[src/rtl/uart_pkg.sv]
// rtl/uart_pkg.sv - shared UART constants, requester indices and arbiter state type
package uart_pkg;

    // Requester slots on the UART transmit arbiter
    localparam int REQ_CMD_REPLY = 0;
    localparam int REQ_STATUS    = 1;
    localparam int REQ_DEBUG     = 2;

    // Stall cycles tolerated from a packet owner before its packet is dropped
    localparam int ARB_TIMEOUT_DEFAULT = 4096;

    // Serial line timing, shared with the serializer
    localparam int CLK_HZ         = 50_000_000;
    localparam int BAUD           = 115_200;
    localparam int BITS_PER_FRAME = 10;

    // Clocks per transmitted byte: rounded bit period times start+8 data+stop bits
    function automatic int byte_time(input int clk_hz, input int baud);
        return ((clk_hz + baud / 2) / baud) * BITS_PER_FRAME;
    endfunction

    localparam int BYTE_TIME_CLKS = byte_time(CLK_HZ, BAUD);

    typedef enum logic {
        ARB_IDLE = 1'b0,
        ARB_XFER = 1'b1
    } arb_state_e;

endpackage

[src/rtl/rr_pick.sv]
// rtl/rr_pick.sv - combinational cyclic priority encoder starting after ptr
module rr_pick #(
    parameter int N_REQ = 3,
    parameter int PW    = (N_REQ > 1) ? $clog2(N_REQ) : 1
) (
    input  logic [N_REQ-1:0] req,
    input  logic [PW-1:0]    ptr,
    output logic [N_REQ-1:0] gnt,
    output logic [PW-1:0]    idx
);

    logic          found;
    logic [PW-1:0] cand;

    // Walk ptr+1, ptr+2, ... wrapping modulo N_REQ; the first active request wins
    always_comb begin
        gnt   = '0;
        idx   = '0;
        found = 1'b0;
        cand  = '0;
        for (int k = 1; k <= N_REQ; k++) begin
            cand = PW'((int'(ptr) + k) % N_REQ);
            if (!found && req[cand]) begin
                found     = 1'b1;
                gnt[cand] = 1'b1;
                idx       = cand;
            end
        end
    end

endmodule

[src/rtl/uart_tx_arb.sv]
// rtl/uart_tx_arb.sv - packet-level round-robin arbiter for the UART transmit byte path
module uart_tx_arb
    import uart_pkg::*;
#(
    parameter int N_REQ   = 3,
    parameter int TIMEOUT = ARB_TIMEOUT_DEFAULT
) (
    input  logic                 clk,
    input  logic                 resetn,
    input  logic [N_REQ-1:0]     req_valid,
    input  logic [8*N_REQ-1:0]   req_data,
    input  logic [N_REQ-1:0]     req_last,
    output logic [N_REQ-1:0]     req_ready,
    output logic [7:0]           tx_data,
    output logic                 tx_valid,
    input  logic                 tx_ready,
    output logic [N_REQ-1:0]     grant,
    output logic                 busy,
    output logic                 timeout_err
);

    localparam int PW = $clog2(N_REQ);
    localparam int SW = $clog2(TIMEOUT);
    localparam logic [PW-1:0] PTR_RESET  = PW'(N_REQ - 1);
    localparam logic [SW-1:0] STALL_LAST = SW'(TIMEOUT - 1);

    arb_state_e        state_q, state_d;
    logic [PW-1:0]     owner_q, owner_d;
    logic [PW-1:0]     ptr_q, ptr_d;
    logic [N_REQ-1:0]  grant_q, grant_d;
    logic [SW-1:0]     stall_q, stall_d;
    logic              terr_q, terr_d;

    logic [N_REQ-1:0]  pick_gnt;
    logic [PW-1:0]     pick_idx;
    logic              xfer;
    logic              own_valid;
    logic              own_last;
    logic [7:0]        own_data;
    logic              handshake;

    rr_pick #(
        .N_REQ (N_REQ),
        .PW    (PW)
    ) u_pick (
        .req (req_valid),
        .ptr (ptr_q),
        .gnt (pick_gnt),
        .idx (pick_idx)
    );

    // Owner's byte stream is passed straight through while a packet is open
    assign xfer      = (state_q == ARB_XFER);
    assign own_valid = req_valid[owner_q];
    assign own_last  = req_last[owner_q];
    assign own_data  = req_data[8*owner_q +: 8];
    assign handshake = xfer & own_valid & tx_ready;

    assign tx_valid    = xfer & own_valid;
    assign tx_data     = xfer ? own_data : 8'h00;
    assign req_ready   = grant_q & {N_REQ{tx_ready}};
    assign grant       = grant_q;
    assign busy        = xfer;
    assign timeout_err = terr_q;

    // Next-state: pick an owner when idle, close the packet on last byte or stall timeout
    always_comb begin
        state_d = state_q;
        owner_d = owner_q;
        ptr_d   = ptr_q;
        grant_d = grant_q;
        stall_d = stall_q;
        terr_d  = 1'b0;
        case (state_q)
            ARB_IDLE: begin
                if (|req_valid) begin
                    state_d = ARB_XFER;
                    owner_d = pick_idx;
                    grant_d = pick_gnt;
                    stall_d = '0;
                end
            end
            ARB_XFER: begin
                if (handshake) begin
                    stall_d = '0;
                    if (own_last) begin
                        state_d = ARB_IDLE;
                        ptr_d   = owner_q;
                        grant_d = '0;
                    end
                end else if (!own_valid) begin
                    // Backpressure with a valid byte holds the counter; only owner silence counts
                    if (stall_q == STALL_LAST) begin
                        state_d = ARB_IDLE;
                        ptr_d   = owner_q;
                        grant_d = '0;
                        stall_d = '0;
                        terr_d  = 1'b1;
                    end else begin
                        stall_d = stall_q + 1'b1;
                    end
                end
            end
            default: begin
                state_d = ARB_IDLE;
                grant_d = '0;
            end
        endcase
    end

    // State registers; reset parks ptr on the last index so requester 0 wins first
    always_ff @(posedge clk) begin
        if (!resetn) begin
            state_q <= ARB_IDLE;
            owner_q <= '0;
            ptr_q   <= PTR_RESET;
            grant_q <= '0;
            stall_q <= '0;
            terr_q  <= 1'b0;
        end else begin
            state_q <= state_d;
            owner_q <= owner_d;
            ptr_q   <= ptr_d;
            grant_q <= grant_d;
            stall_q <= stall_d;
            terr_q  <= terr_d;
        end
    end

endmodule

[config.mk]
export PLATFORM = sky130hd
export DESIGN_NAME = uart_tx_arb
export DESIGN_NICKNAME = d
export VERILOG_FILES = /design/src/rtl/uart_pkg.sv /design/src/rtl/rr_pick.sv /design/src/rtl/uart_tx_arb.sv
export SDC_FILE = /design/constraint.sdc
export NUM_CORES = 1
export LEC_CHECK = 0
export CAP_MARGIN = 0
export CORE_MARGIN = 2
export CORE_UTILIZATION = 43
export CTS_CLUSTER_SIZE = 28
export DETAILED_ROUTE_END_ITERATION = 12
export PLACE_DENSITY = 0.8
export SYNTH_ARGS = -nofsm -noshare
export SYNTH_HDL_FRONTEND = slang
export SYNTH_SLANG_ARGS = --single-unit
[constraint.sdc]
create_clock -name clk -period 1.55 [get_ports clk]
set_input_delay 0.31 -clock clk [delete_from_list [all_inputs] [get_ports clk]]
set_output_delay 0.31 -clock clk [all_outputs]
set_load 0.005 [all_outputs]
# Word level (Yosys, flattened, before mapping)
# Index checks and enable logic that the tools add are counted.
[word_totals]
ff_bits = 21
latchBits = 0
ramBits = 0
romBits = 0
output_inout_bits = 17
word_cells = 96
n_memories = 0
[classes]
n_addsub = 4
multipliers = 0
div = 3
n_lt_le_gt_ge = 7
n_eq_ne = 7
shifts = 1
n_mux = 47
bitwise_logic = 7
n_reduce_logical = 14
[op_table]
columns = ["operator", "n"]
rows = [
  ["32-bit by 3-bit remainder unit with 32-bit output (second input constant)", 3],
  ["12-bit two-way mux", 4],
  ["3-bit two-way mux", 8],
  ["12-bit one-hot mux with 2 select lines", 1],
  ["24-bit by 6-bit indexed part select with 8-bit output", 1],
  ["1-bit two-way mux", 16],
  ["2-bit two-way mux", 7],
  ["12-bit by 1-bit adder with 12-bit output (second input constant)", 1],
  ["12-bit == test (second input constant)", 1],
  ["2-bit by 3-bit less-than comparator with 1-bit output (second input constant)", 4],
  ["1-bit binary-select mux with 2-bit select", 5],
  ["8-bit two-way mux", 1],
  ["4-bit AND reduction", 2],
  ["2-bit by 2-bit adder with 3-bit output (second input constant)", 2],
  ["1-bit demux with 2-bit select", 3],
  ["2-bit by 1-bit >= comparator with 1-bit output (second input constant)", 3],
  ["3-bit bitwise OR", 2],
  ["3-bit one-hot mux with 2 select lines", 1],
  ["1-bit logical AND", 5],
  ["2-bit != test (second input constant)", 2],
  ["2-bit AND reduction", 2],
  ["4-bit OR reduction", 1],
  ["2-bit by 1-bit adder with 3-bit output (second input constant)", 1],
  ["3-bit AND", 1],
  ["other kinds (10)", 13],
]

# Depth between registers and ports, before layout
[depth]
depth_word = 13
depth_mapped = 8

# Modules after synthesis
# A second synthesis with hierarchy kept.
[hier_totals]
hier_cells = 222
hier_area_um2 = 1716.6
[by_module_without_submodules]
columns = ["mod", "instances", "cells_each", "area_per_inst_um2"]
rows = [
  ["uart_tx_arb", 1, 187, 1436.4],
  ["rr_pick", 1, 35, 280.3],
]

# Worst setup path after synthesis
# OpenSTA, ideal clock, no wires.
[synth_timing]
path_kind = "flip-flop to flip-flop"
from = "reg ptr_q[0]"
to = "reg grant_q[0], in the netlist grant[0]"
setup_time_ns = 0.069
arrival_time_ns = 1.641
t_required_ns = 1.481
slack_ns = -0.160
path_stages_with_launch = 9
period_less_slack_ns = 1.710
path_cell_list = "dfxtp_1 inv_1 ha_1 clkbuf_1 nand3b_1 o21ai_1 a21oi_1 a221o_1 o21ai_1"
[synth_between]
elab_chain_len = 13
elab_cells_between_ends = 40
classes_between = "add/sub: 3; div: 3; order compare: 6; mux: 19; bitwise: 2; reduce/logical: 7"
[synth_lines]
columns = ["item", "line", "rtl"]
rows = [
  ["start: declaration", "uart_tx_arb.sv:29", "logic [PW-1:0] ptr_q, ptr_d;"],
  ["start signal: assignment", "uart_tx_arb.sv:123", "ptr_q <= ptr_d;"],
  ["2-bit by 1-bit adder with 3-bit output", "rr_pick.sv:22", "cand = PW'((int'(ptr) + k) % N_REQ);"],
  ["32-bit by 3-bit remainder unit with 32-bit output", "rr_pick.sv:22", ""],
  ["2-bit by 3-bit less-than comparator with 1-bit output (not written as such), or another cell as far along", "rr_pick.sv:25", "gnt[cand] = 1'b1;"],
  ["1-bit logical AND (not written as such) / 1-bit two-way mux (equally long branches)", "rr_pick.sv:25, rr_pick.sv:23", ""],
  ["1-bit two-way mux, on equally long branches", "rr_pick.sv:25, rr_pick.sv:23", ""],
  ["1-bit demux with 2-bit select / 1-bit logical NOT (equally long branches)", "--", ""],
  ["3-bit two-way mux / 1-bit logical AND (equally long branches)", "rr_pick.sv:23", "if (!found && req[cand]) begin"],
  ["3-bit bitwise OR (no line) / 1-bit two-way mux (equally long branches)", "--", ""],
  ["3-bit two-way mux / 1-bit logical NOT (equally long branches)", "rr_pick.sv:23", ""],
  ["3-bit bitwise OR (no line) / 1-bit logical AND (equally long branches)", "--", ""],
  ["3-bit two-way mux *", "rr_pick.sv:23", ""],
  ["3-bit two-way mux *", "uart_tx_arb.sv:76", "if (|req_valid) begin"],
  ["3-bit one-hot mux with 2 select lines *", "uart_tx_arb.sv:74", "case (state_q)"],
  ["end signal: assignment", "uart_tx_arb.sv:124", "grant_q <= grant_d;"],
  ["end: declaration", "uart_tx_arb.sv:30", "logic [N_REQ-1:0] grant_q, grant_d;"],
]
# Mark *: on every way between the ends. The rest lies on a longest branch, timed or not. The select of a mux whose other input is x is not followed.
# A chain may end at the register's enable or synchronous reset.

# Worst setup path in the final report
[layout_timing]
from = "reg owner_q[1]"
to = "reg stall_q[10]"
[layout_between]
elab_chain_len = 6
elab_cells_between_ends = 8
classes_between = "eq/ne: 1; mux: 4; bitwise: 2; reduce/logical: 1"
[layout_lines]
columns = ["item", "line", "rtl"]
rows = [
  ["start: declaration", "uart_tx_arb.sv:28", "logic [PW-1:0] owner_q, owner_d;"],
  ["start signal: assignment", "uart_tx_arb.sv:122", "owner_q <= owner_d;"],
  ["1-bit binary-select mux with 2-bit select *", "uart_tx_arb.sv:54", "assign own_valid = req_valid[owner_q];"],
  ["1-bit two-way mux (not written as such) *", "uart_tx_arb.sv:54", ""],
  ["1-bit AND (2 in a row)", "uart_tx_arb.sv:57", "assign handshake = xfer & own_valid & tx_ready;"],
  ["12-bit two-way mux / 3-bit by 2-bit != test with 1-bit output (equally long branches)", "--", ""],
  ["12-bit one-hot mux with 2 select lines / 2-bit AND reduction (equally long branches)", "--", ""],
  ["end signal: assignment", "uart_tx_arb.sv:125", "stall_q <= stall_d;"],
  ["end: declaration", "uart_tx_arb.sv:31", "logic [SW-1:0] stall_q, stall_d;"],
]
# Marked as above.

==> results.tsv <==
stage	metric	value	unit
outcome	status	finished, violations left	
outcome	failing checks	setup timing	
clock_tree	total CTS buffers	3	
final_layout	nets@finish	349	
clock_tree	# hold bufs at CTS	0	
power_and_ir_drop	VDD IR max	0.3514	mV
global_route	GRT Overall Usage	26.20	%
timing	worst rel slew slack	76.25	%
min_path	Hold Path End	grant[0]$_SDFFE_PN0P_	
timing	min cycle time layout	1811	ps
yosys	largest cells by area after synthesis	dfxtp_1 (26%), mux2i_1 (9.1%), nand2_1 (6.2%), xnor2_1 (5.3%), and2_1 (4.6%)	
setup_path	Crit-path slowest cell	dfxtp_4	
yosys	synth warn	0	
detailed_routing	WL/cell	17.35	um
final_layout	share of cells above drive strength 1	42.90	%
setup_path	CP max stage delay	380	ps
timing	Hold Vio Cnt, Final	0	
die	die width	65.88	um
clock_tree	clk_lat worst skew	270	ps
min_path	HP Start	grant[0]$_SDFFE_PN0P_	
final_layout	Final Cell Area	2923	um^2
setup_path	crit path DAT	1960	ps
setup_path	crit path kind	reg2reg	
clock_tree	clock slew at the register clock pins of the worst setup and hold paths	80	ps
timing	Setup-failing EPs final	28	
detailed_routing	WL final	6211	um
yosys	synth cell count leaders	nand2_1 (27), dfxtp_1 (21), nor2_1 (17)	
timing	clock skew	4.682	ps
yosys	Post-synth EDFFs	0	
power_and_ir_drop	Pwr Density	540.6	nW/um^2
setup_path	RR Endpoint	stall_q[10]$_SDFFE_PN0P_	
yosys	Synth top area share	25.53	%
yosys	area of the mapped netlist	1647	um^2
place	Placed Area	2490	um^2
yosys	Most used DFF post-synth	dfxtp_1	
global_route	GR Overflow Total	0	
timing	Max Clk Rate	0.5522	GHz
timing	worst-margin pin slew	354.7	ps
detailed_routing	via count	1989	
setup_path	Critical path buffers and inverters	4	
setup_path	family with the most delay on the worst path	buffers and inverters	
final_layout	Syn-to-layout area delta	77.51	%
timing	Setup WS post-layout	-261.0	ps
die	die height	65.88	um
place	DP Cell Count	337	
place	detailed placement HPWL	3639	um
yosys	most frequent cell after synthesis	nand2_1	
yosys	Synth Area per Inst	7.993	um^2
global_route	first-pass GRT wire length	8783	um
global_route	largest net degree at the start of global routing	13	
place	I/O Buffers	49	
die	Initial Util	44.98	%
setup_path	r2r startpoint	owner_q[1]$_SDFFE_PN0P_	
setup_path	Worst R2R Path Depth	8	
yosys	synthesized flop and latch total	21	
yosys	Cell variety after synth	45	
clock_tree	Clock Path Buffers	2	
run	MaxCap Viol Count	0	
die	Rows	22	
setup_path	most frequent CP cell	buf_6	
yosys	cell count after synthesis	206	
yosys	post-synth net total	244	
clock_tree	clock sink count	21	
timing	RSZ-0062 raised after global routing	yes	
detailed_routing	first-pass iteration count of the detailed router	5	
setup_path	flop-to-flop setup slack	-260	ps
setup_path	critical path endpoint category	register	
place	Placer Congestion	0.8211	
yosys	area leader, netlist	dfxtp_1	
detailed_routing	Antenna Nets Post-Route	0	
min_path	HP Class	reg2reg	
die	I/O pin count	50	
clock_tree	CTS tree	done	
global_route	antenna violations before repair	0	
die	Die Area	4340	um^2
clock_tree	H-Tree Depth	1	
setup_path	CP Max Fanout	4	
timing	fin crit share	116.8	%
clock_tree	CTS root buf	clkbuf_8	
power_and_ir_drop	P_leak	0.001161	uW
detailed_routing	DRC	0	
setup_path	Worst setup SP type	register	
final_layout	Antenna Cells	0	
global_route	vias in the first global route	1952	
yosys	Async SR Flop Fraction	0	%
setup_path	ordered list of cells on the worst path	buf_6 -> buf_6 -> nand3b_1 -> buf_6 -> o21a_1 -> buf_6 -> o211ai_1 -> nor2_1	
yosys	post-synthesis sequential area ratio	25.53	%
final_layout	Finished Layout Cells	358	
detailed_routing	vias per cell	5.556	
setup_path	CP required	1700	ps
timing	final slew viol count	0	
min_path	hold depth	2	
detailed_routing	DRT iter0 DRCs	81	
die	Core ar.	3661	um^2
-- metrics by stage --
stage | setup WS, ps | util, % | hold slack (ps) | total power, uW | setup TNS, ps
after floorplan | 7.398 | - | 453.1 | 808.1 | 0
after global placement | -660.2 | 68.01 | 457.2 | 1055 | -12460
after detailed placement | -660.9 | 68.01 | 468.1 | 1067 | -13490
after CTS | -223.7 | 76.45 | 479.8 | 1523 | -4193
after global routing | -382.5 | 79.84 | 508.5 | 1632 | -7374
final | -261.0 | 79.84 | 479.6 | 1580 | -5355
-- cell type report --
type / instances / area, um^2
Fill cell: 230 / 738.2
Tap cell: 48 / 60.06
Timing Repair Buffer: 110 / 1012
Inverter: 7 / 26.28
Clock buffer: 3 / 41.29
Multi-Input combinational cell: 168 / 1338
Sequential cell: 21 / 440.4
Clock inverter: 1 / 5.005
-- tightest hold or removal path: cells and delay by family, from the launching register on --
kind | cells | cell delay, ps
flops | 1 | 340
simple gates | 1 | 50
compound gates | 1 | 60
-- power by group --
group          total (uW)  switching, uW  internal, uW
clock network         381            201           180
registers             569           15.0           554
logic                 630            285           346
-- layout by cell type, fill, tap and decap left out, types with 4 or more instances in the layout --
cell              n
nor2_1           13
mux2i_1          12
dfxtp_2           4
buf_4            42
dlygate4sd2_1     4
and2_1           11
nor2_2            4
a21oi_1           7
a21oi_2           7
inv_1             5
buf_2             8
nor3_1            4
nand2_1          25
o21ai_1          11
xnor2_1           7
clkdlybuf4s50_1  33
dfxtp_4           4
buf_6            16
dfxtp_1          13
-- registers in the layout, indices dropped and copies added, names as in the netlist --
register and count:
stall_q 12, grant 3, owner_q 2, ptr_q 2
busy 1, timeout_err 1
-- how the worst max path moves through the flow --
stage               cells after the start  slack, ps                     from                        to
floorplan                               7          7    ptr_q[0]$_SDFFE_PN0P_     grant[2]$_SDFFE_PN0P_
global placement                        5       -660             req_valid[2]                  tx_valid
detailed placement                      5       -660             req_valid[2]                  tx_valid
CTS                                     9       -220  owner_q[1]$_SDFFE_PN0P_  stall_q[10]$_SDFFE_PN0P_
global route                           10       -380  owner_q[1]$_SDFFE_PN0P_  stall_q[10]$_SDFFE_PN0P_
finish                                  8       -260  owner_q[1]$_SDFFE_PN0P_  stall_q[10]$_SDFFE_PN0P_
-- cell families after synthesis --
kind of cell    Yosys count  synth area share [%]
mux                      16                 10.49
fa+ha+maj                 5                 3.799
buf+inv                  18                 6.078
simple gates             86                 26.29
xor+xnor                 10                 5.319
compound gates           50                 22.49
flops                    21                 25.53
-- routing by layer --
metal  vias to the layer above  GRT usage (%)  wire (um)
met5                         -              0          0
met4                         0          8.333        125
met3                        16          5.622        486
met2                       100          48.99       3104
met1                       948          29.11       2495
li1                        925              -          -
-- repair_timing --
action	CTS	global route
gates cloned	3	0
setup buffers	12	3
setup endpoints to repair	32	31
pin swaps	31	23
resized for setup	97	34
No activity file was read; power rests on OpenSTA's default activity.
